### config.mk
export PLATFORM = sky130hd
export DESIGN_NAME = pet2001_vram_arbiter
export DESIGN_NICKNAME = d
export VERILOG_FILES = /design/src/rtl/pet2001_vram_arbiter.sv
export SDC_FILE = /design/constraint.sdc
export NUM_CORES = 1
export LEC_CHECK = 0
export ABC_AREA = 1
export BUFFER_PORTS_ARGS = -buffer_cell sky130_fd_sc_hd__buf_2
export CORE_MARGIN = 2
export CORE_UTILIZATION = 52
export DETAILED_ROUTE_END_ITERATION = 8
export MAX_ROUTING_LAYER = met4
export PLACE_DENSITY = 0.86
export SYNTH_ARGS = -nofsm -noshare
export SYNTH_HDL_FRONTEND = slang
export SYNTH_SLANG_ARGS = --single-unit
### constraint.sdc
create_clock -name clk -period 1.83 [get_ports clk]
set_input_delay 0.183 -clock clk [delete_from_list [all_inputs] [get_ports clk]]
set_output_delay 0.183 -clock clk [all_outputs]
set_load 0.02 [all_outputs]
### src/rtl/pet2001_vram_arbiter.sv
// PET 2001 video RAM arbiter: one fixed video read slot per 1 us, CPU reads and posted writes fill the rest (PET_SNOW_EN: snow emulation).
// Read data returns 2 clk after issue on ram_*; writes ack next clk, and a write stalls (no ack) while the buffer is still full.
module pet2001_vram_arbiter #(
  parameter int VSLOT_PHASE = 1
) (
  input  logic        clk,
  input  logic        reset,
  input  logic        ce_8mp,
  input  logic        ce_1m,
  input  logic [10:0] vid_addr,
  input  logic        vid_fetch_en,
  output logic [7:0]  vid_data,
  input  logic        cpu_req,
  input  logic        cpu_we,
  input  logic [10:0] cpu_addr,
  input  logic [7:0]  cpu_wdata,
  output logic        cpu_ack,
  output logic [7:0]  cpu_rdata,
  output logic [10:0] ram_addr,
  output logic        ram_we,
  output logic [7:0]  ram_wdata,
  input  logic [7:0]  ram_rdata
);

  localparam logic [2:0] VSLOT = 3'(VSLOT_PHASE);

  typedef enum logic [2:0] {
    TAG_NONE,
    TAG_VID,
    TAG_CPU,
    TAG_SNOW_WR,
    TAG_SNOW_RD
  } tag_t;

  logic [2:0]  phase;
  logic        vslot;
  logic        vid_req;

  logic        wb_full;
  logic [10:0] wb_addr;
  logic [7:0]  wb_data;

  logic        rd_pend;
  logic        rd_busy;
  logic [10:0] rd_addr;

  tag_t        tag_q0;
  tag_t        tag_q1;
  tag_t        iss_tag;

  logic        cpu_idle;
  logic        wr_accept;
  logic        rd_hit;
  logic        rd_fwd;
  logic        rd_accept;
  logic        cpu_ret;

  logic        iss_vid;
  logic        iss_drain;
  logic        iss_rd;
  logic        snow;

`ifdef PET_SNOW_EN
  logic [7:0]  snow_d0;
  logic [7:0]  snow_d1;
`endif

  assign vslot   = ce_8mp && (phase == VSLOT);
  assign vid_req = vslot && vid_fetch_en;

  // The held request is still present in the ack cycle, so it must not be taken again then.
  assign cpu_idle  = !rd_busy && !cpu_ack;
  assign wr_accept = cpu_req && cpu_we && !wb_full && cpu_idle;
  assign rd_hit    = wb_full && (wb_addr == cpu_addr);
  assign rd_fwd    = cpu_req && !cpu_we && cpu_idle && rd_hit;
  assign rd_accept = cpu_req && !cpu_we && cpu_idle && !rd_hit;
  assign cpu_ret   = (tag_q1 == TAG_CPU) || (tag_q1 == TAG_SNOW_RD);

  always_comb begin
    iss_vid   = 1'b0;
    iss_drain = 1'b0;
    iss_rd    = 1'b0;
    snow      = 1'b0;
    iss_tag   = TAG_NONE;
`ifdef PET_SNOW_EN
    // A CPU op ready at the video slot steals it, as on the original board.
    if (vid_req && !(wb_full || rd_pend)) begin
      iss_vid = 1'b1;
    end else if (wb_full) begin
      iss_drain = 1'b1;
      snow      = vid_req;
    end else if (rd_pend) begin
      iss_rd = 1'b1;
      snow   = vid_req;
    end
`else
    if (vid_req) begin
      iss_vid = 1'b1;
    end else if (wb_full) begin
      iss_drain = 1'b1;
    end else if (rd_pend) begin
      iss_rd = 1'b1;
    end
`endif
    if (iss_vid) begin
      iss_tag = TAG_VID;
    end else if (iss_rd) begin
      iss_tag = snow ? TAG_SNOW_RD : TAG_CPU;
    end else if (iss_drain && snow) begin
      iss_tag = TAG_SNOW_WR;
    end
  end

  always_ff @(posedge clk) begin
    if (reset) begin
      phase     <= 3'd0;
      ram_addr  <= 11'd0;
      ram_we    <= 1'b0;
      ram_wdata <= 8'd0;
      vid_data  <= 8'd0;
      cpu_ack   <= 1'b0;
      cpu_rdata <= 8'd0;
      wb_full   <= 1'b0;
      wb_addr   <= 11'd0;
      wb_data   <= 8'd0;
      rd_pend   <= 1'b0;
      rd_busy   <= 1'b0;
      rd_addr   <= 11'd0;
      tag_q0    <= TAG_NONE;
      tag_q1    <= TAG_NONE;
`ifdef PET_SNOW_EN
      snow_d0   <= 8'd0;
      snow_d1   <= 8'd0;
`endif
    end else begin
      if (ce_1m) begin
        phase <= 3'd0;
      end else if (ce_8mp) begin
        phase <= phase + 3'd1;
      end

      ram_we <= iss_drain;
      if (iss_vid) begin
        ram_addr <= vid_addr;
      end else if (iss_drain) begin
        ram_addr  <= wb_addr;
        ram_wdata <= wb_data;
      end else if (iss_rd) begin
        ram_addr <= rd_addr;
      end

      tag_q0 <= iss_tag;
      tag_q1 <= tag_q0;

      if (wr_accept) begin
        wb_full <= 1'b1;
        wb_addr <= cpu_addr;
        wb_data <= cpu_wdata;
      end else if (iss_drain) begin
        wb_full <= 1'b0;
      end

      if (cpu_ret) begin
        rd_busy <= 1'b0;
      end
      if (rd_accept) begin
        rd_pend <= 1'b1;
        rd_busy <= 1'b1;
        rd_addr <= cpu_addr;
      end else if (iss_rd) begin
        rd_pend <= 1'b0;
      end

      cpu_ack <= wr_accept || rd_fwd || cpu_ret;
      if (rd_fwd) begin
        cpu_rdata <= wb_data;
      end else if (cpu_ret) begin
        cpu_rdata <= ram_rdata;
      end

      if ((tag_q1 == TAG_VID) || (tag_q1 == TAG_SNOW_RD)) begin
        vid_data <= ram_rdata;
      end
`ifdef PET_SNOW_EN
      snow_d0 <= wb_data;
      snow_d1 <= snow_d0;
      if (tag_q1 == TAG_SNOW_WR) begin
        vid_data <= snow_d1;
      end
`endif
    end
  end

endmodule

==> flow_summary.json, run 1 <==
{
  "crit_required_ps": 2110,
  "numPortBuffers": 81,
  "max-cap-violations": 0,
  "placed_cells": 577,
  "finalSetupTns_ps": 0,
  "synthFlopType": "dfxtp_1",
  "ys_seq_elements": 77,
  "drtIter0Drc": 187,
  "cts-buffers-inserted": 9,
  "cts.sinks": 77,
  "drt-pass1-iter-count": 4,
  "grt_max_degree": 51,
  "synth_most_common_cell": "nand2_1",
  "synth-edff-count": 0,
  "criticalPathCategory": "reg -> reg",
  "initial_utilization_pct": 53.8,
  "synth_top_cell_area_share_pct": 48.1,
  "post-route-drc-count": 0,
  "drt-total-wl_um": 7750,
  "clock_latency_ps": 340,
  "synth_common_cells": "nand2_1 (89), dfxtp_1 (77), nor2_1 (62), o21ai_0 (48), inv_1 (37)",
  "slew_headroom_pct": 74.2,
  "outcome": "finished clean",
  "yosysTopAreaCell": "dfxtp_1",
  "critPathCaptureType": "flip-flop",
  "synth.area.top_cells": "dfxtp_1 (48%), nand2_1 (10%), o21ai_0 (7.5%)",
  "placed_cell_area_um2": 3710,
  "max_freq_mhz": 612,
  "min_path_type": "in -> reg",
  "cp_max_fo": 17,
  "grt_pass1_wl_um": 12200,
  "final_nets": 560,
  "antenna_found_initial": 0,
  "synth_nets": 478,
  "core_um2": 5960,
  "yosysUniqueCellTypes": 29,
  "syn_area_um2": 3210,
  "syn_avg_cell_area_um2": 7.44,
  "post-route-util_pct": 65.9,
  "fin_crit_sh_pct": 89.3,
  "slew_violations": 0,
  "overflow": 0,
  "clk_path_buf_depth": 2,
  "antenna_cells": 0,
  "hpwlAfterDp_um": 5490,
  "powerDensity_nw_per_um2": 934,
  "ios": 82,
  "min_period_ps": 1630,
  "setup_violations": 0,
  "fillers": 523,
  "skew_ps": 6.32,
  "cts_root_buf": "clkbuf_8",
  "clk_pin_slew_ps": 70,
  "drive_gt1_share_pct": 23.0,
  "final_antenna_net_count": 0,
  "tightestPinTransition_ps": 386,
  "design_area_um2": 3930,
  "die_area_um2": 6810,
  "cts_tree": "done",
  "p_leak_nw": 1.80,
  "row_count": 28,
  "final_cells": 592,
  "arrival_ps": 1910,
  "post_cts_buffers": 0,
  "area_growth_pct": 22.5,
  "ir_drop_mv": 0.575,
  "vias": 3093,
  "die_h_um": 82.5,
  "vias_per_cell": 5.22,
  "start_kind": "flip-flop",
  "grt_pass1_vias": 2826,
  "die_w_um": 82.5,
  "syn_inst": 431,
  "grt_usage_pct": 24.2,
  "ys_seq_area_share_pct": 48.1,
  "htreeDepth": 3,
  "async_flop_share_pct": 0,
  "finalHoldViolations": 0,
  "gp_congestion": 0.832,
  "ys_warn_count": 0,
  "wl_per_cell_um": 13.1
}
-- final timing paths --
path | start | endpoint | slack (ps) | depth (start not counted)
max | wb_addr[6] | cpu_rdata[7] | 200 | 11
min | ram_rdata[2] | vid_data[2] | 90 | 3
max reg2reg | wb_addr[6] | cpu_rdata[7] | 200 | 11
min reg2reg | tag_q0[1] | tag_q1[1] | 400 | 2
-- metal layers --
metal	share of wire [%]	GRT usage, %	up-vias
met5	0	-	-
li1	-	-	1575
met4	1.6	10.5	0
met2	48	39.6	106
met1	43	29.0	1400
met3	7.2	5.00	12
-- sequential cells by signal (all words and copies together), names as in the netlist --
| name | cells |
|---|---|
| wb_addr | 11 |
| phase | 3 |
| cpu_ack | 1 |
| tag_q0 | 2 |
| cpu_rdata | 8 |
| wb_data | 8 |
| ram_addr | 11 |
| wb_full | 1 |
| rd_addr | 11 |
| rd_busy | 1 |
| ram_we | 1 |
| ram_wdata | 8 |
| tag_q1 | 2 |
| rd_pend | 1 |
| vid_data | 8 |
-- metrics by stage --
stage / hold WS, ps / worst slack [ps] / total power, mW
detailed placement: 395 / 244 / 2.31
CTS: 82.4 / 202 / 3.69
finish: 86.6 / 196 / 3.67
global placement: 392 / 259 / 2.29
floorplan: 276 / 322 / 2.14
global route: 89.5 / -4.03 / 3.82
-- cell families (layout without fill, tap and decap cells) --
group | after synthesis | in the layout | synth area share, %
flops | 77 | 77 | 48.1
simple gates | 183 | 183 | 24.6
buf+inv | 61 | 147 | 7.96
compound gates | 106 | 106 | 18.0
fa+ha+maj | 2 | 2 | 0.780
xor+xnor | 2 | 2 | 0.546
-- report_power, final --
part	switching (mW)	internal, mW	total, mW
clock	0.594	0.796	1.39
combinational	0.285	0.169	0.455
sequential	0.0512	1.77	1.82
total	0.931	2.74	3.67
-- layout by cell type (no fill, tap or decap), drive strengths merged --
cell / Yosys / routed
nor3: 3 / 3
a21oi: 35 / 35
dfxtp: 77 / 77
inv: 40 / 40
clkbuf: 14 / 11
nand2: 93 / 93
a211oi: 1 / 1
ha: 2 / 2
clkinv: 0 / 1
or2: 2 / 2
nand4: 9 / 9
clkinvlp: 0 / 1
nor2: 64 / 64
xnor2: 2 / 2
a41oi: 11 / 11
nand3: 11 / 11
buf: 7 / 92
o21ai: 59 / 59
nor3b: 1 / 1
bufinv: 0 / 2
-- critical path, stage by stage (launching register included) --
cell	delay [ps]
dfxtp_1	380
inv_1	70
nand2_1	60
nand2_1	50
nor2_1	120
nand2_1	100
nor2_4	120
buf_4	180
nand3_4	190
nand2_1	130
nand2_1	70
a21oi_1	110
-- area by class of cell --
class | count | area [um2] | share of cell area (%)
Multi-Input combinational cell | 293 | 1420 | 36.0
Clock inverter | 4 | 72.6 | 1.85
Inverter | 40 | 150 | 3.82
Tap cell | 75 | 93.8 | 2.39
Clock buffer | 11 | 141 | 3.60
Timing Repair Buffer | 92 | 513 | 13.1
Sequential cell | 77 | 1540 | 39.2
-- what timing repair did --
action / 4_1_cts / 5_1_grt
setup endpoints to repair: 0 / 2
hold buffers: 0 / 0
endpoints found under the hold margin: 0 / 0
resized for setup: 0 / 1
(Power assumes the default switching activity.)
==> run 2: changes to the inputs <==
CORE_UTILIZATION = 40   (was 52)
GPL_TIMING_DRIVEN = 0   (was unset)
PLACE_DENSITY = 0.7   (was 0.86)
==> flow_summary.json, run 2 (synthesis gave the netlist of run 1 again) <==
{
  "outcome": "finished clean",
  "rrSetupSlack_ps": 160,
  "area_growth_pct": 22.3,
  "max_freq_mhz": 597,
  "slew_headroom_pct": 66.9,
  "grt_pass1_wl_um": 14000,
  "critPathCaptureType": "flip-flop",
  "wl_per_cell_um": 13.6,
  "fillers": 822,
  "gp_congestion": 0.871,
  "mostFrequentLayoutCells": "nand2_1 (89), buf_2 (82), dfxtp_1 (77)",
  "arrival_ps": 1890,
  "cts.sinks": 77,
  "setup_violations": 0,
  "crit_required_ps": 2040,
  "drt-total-wl_um": 8550,
  "die_area_um2": 8750,
  "min_period_ps": 1670,
  "p_leak_nw": 1.78,
  "finalSetupTns_ps": 0,
  "max-cap-violations": 0,
  "final_nets": 572,
  "met3_usage_pct": 5.08,
  "die_w_um": 93.5,
  "htreeDepth": 3,
  "numPortBuffers": 80,
  "largestRegisters": "ram_addr (11), rd_addr (11), wb_addr (11)",
  "initial_utilization_pct": 41.3,
  "ios": 82,
  "ir_drop_mv": 0.355,
  "final_common_cell": "nand2_1",
  "cp_cell_sequence": "inv_1 -> ha_1 -> nand4_1 -> inv_2 -> nor2_2 -> nand2_1 -> clkbuf_4 -> o21ai_0 -> a41oi_1",
  "rr_worst_depth": 9,
  "row_count": 32,
  "hold-path-cell-count": 3,
  "gr-usage-met1_pct": 25.9,
  "slew_violations": 0,
  "start_kind": "flip-flop",
  "min_path_type": "in -> reg",
  "antenna_found_initial": 0,
  "cts-buffers-inserted": 9,
  "crit_slowest_cell": "dfxtp_1",
  "criticalPathCategory": "reg -> reg",
  "worst-path-stages": 9,
  "finalPower_mw": 3.37,
  "clock_latency_ps": 340,
  "tightestPinTransition_ps": 496,
  "use_met2_pct": 34.3,
  "clk_pin_slew_ps": 80,
  "hpwlAfterDp_um": 6230,
  "cp_top_family": "simple AND/OR/NAND/NOR gates",
  "grt.busiest_layer": "met2",
  "post-route-drc-count": 0,
  "cpPeakStageDelay_ps": 350,
  "vias_per_cell": 4.93,
  "drive_gt1_share_pct": 22.9,
  "skew_ps": 12.1,
  "worst-path-buf-inv": 3,
  "die_h_um": 93.5,
  "cts_root_buf": "clkbuf_8",
  "finalHoldViolations": 0,
  "grt_pass1_vias": 3016,
  "drt-pass1-iter-count": 4,
  "grt_max_degree": 13,
  "cp_max_fo": 10,
  "grt_usage_pct": 21.1,
  "rsz0062_at_grt": "false",
  "antenna_cells": 0,
  "overflow": 0,
  "drtIter0Drc": 128,
  "vias": 3112,
  "cts_tree": "done",
  "core_um2": 7770,
  "fin_crit_sh_pct": 91.5,
  "final_antenna_net_count": 0,
  "powerDensity_nw_per_um2": 859,
  "clk_path_buf_depth": 2
}
[run 2: changes by cell type in the layout (fill, tap and decap cells not counted), sizes merged]
cell,change
clkbuf,+13
clkinv,+4
buf,-2
bufinv,-2
clkinvlp,-1
[run 2: through the flow]
| stage | instances | area [um2] | hold WS, ps | setup WS, ps | utilization (%) |
|---|---|---|---|---|---|
| 2_1_floorplan | 431 | 3210 | 276 | 322 | - |
| 3_3_place_gp | 613 | 3730 | 392 | 56.8 | 48.1 |
| 3_5_place_dp | 613 | 3730 | 409 | 9.65 | 48.1 |
| 4_1_cts | 628 | 3890 | 76.9 | 42.9 | 50.1 |
| 5_1_grt | 631 | 3920 | 86.8 | 7.74 | 50.5 |
| 6_report | 631 | 3920 | 90.3 | 156 | 50.5 |
[run 2: final timing paths]
path                 endpoint         start
setup / recovery  ram_addr[8]      phase[1]
hold reg to reg     tag_q1[1]     tag_q0[1]
hold / removal    vid_data[2]  ram_rdata[2]
setup reg to reg  ram_addr[8]      phase[1]
[run 2: timing repair]
item / CTS / global route
gates resized for setup: 1 / 10
setup buffers: 0 / 3
pin swaps: 0 / 1
hold buffers: 0 / 0
setup endpoints to repair: 1 / 14
[run 2: worst min-delay path, cell delays in order]
cell and delay, ps:
buf_2 90, nor2_1 40, nor2_1 80
[run 2: cell type report]
cell class              instances  area, um2  area share [%]
plain buffers                  21        111            2.84
clock buffers                  10        128            3.25
clock inverters                 5       28.8           0.734
inverters                      40        150            3.83
multi-input cells             293       1410            36.0
flip-flops and latches         77       1540            39.3
well taps                     102        128            3.25
repair buffers                 83        423            10.8
[run 2: report_power, final]
group / internal (mW) / switching, mW / leakage (nW) / total, mW
clock network: 0.478 / 0.603 / 0.0856 / 1.08
logic: 0.167 / 0.300 / 1.07 / 0.467
registers: 1.77 / 0.0495 / 0.629 / 1.82
total: 2.42 / 0.952 / 1.78 / 3.37
[run 2: layer usage]
layer | vias to the layer above | wire length, um
li1 | 1597 | -
met1 | 1420 | 4020
met2 | 84 | 3950
met3 | 11 | 454
met4 | 0 | 129
met5 | - | 0
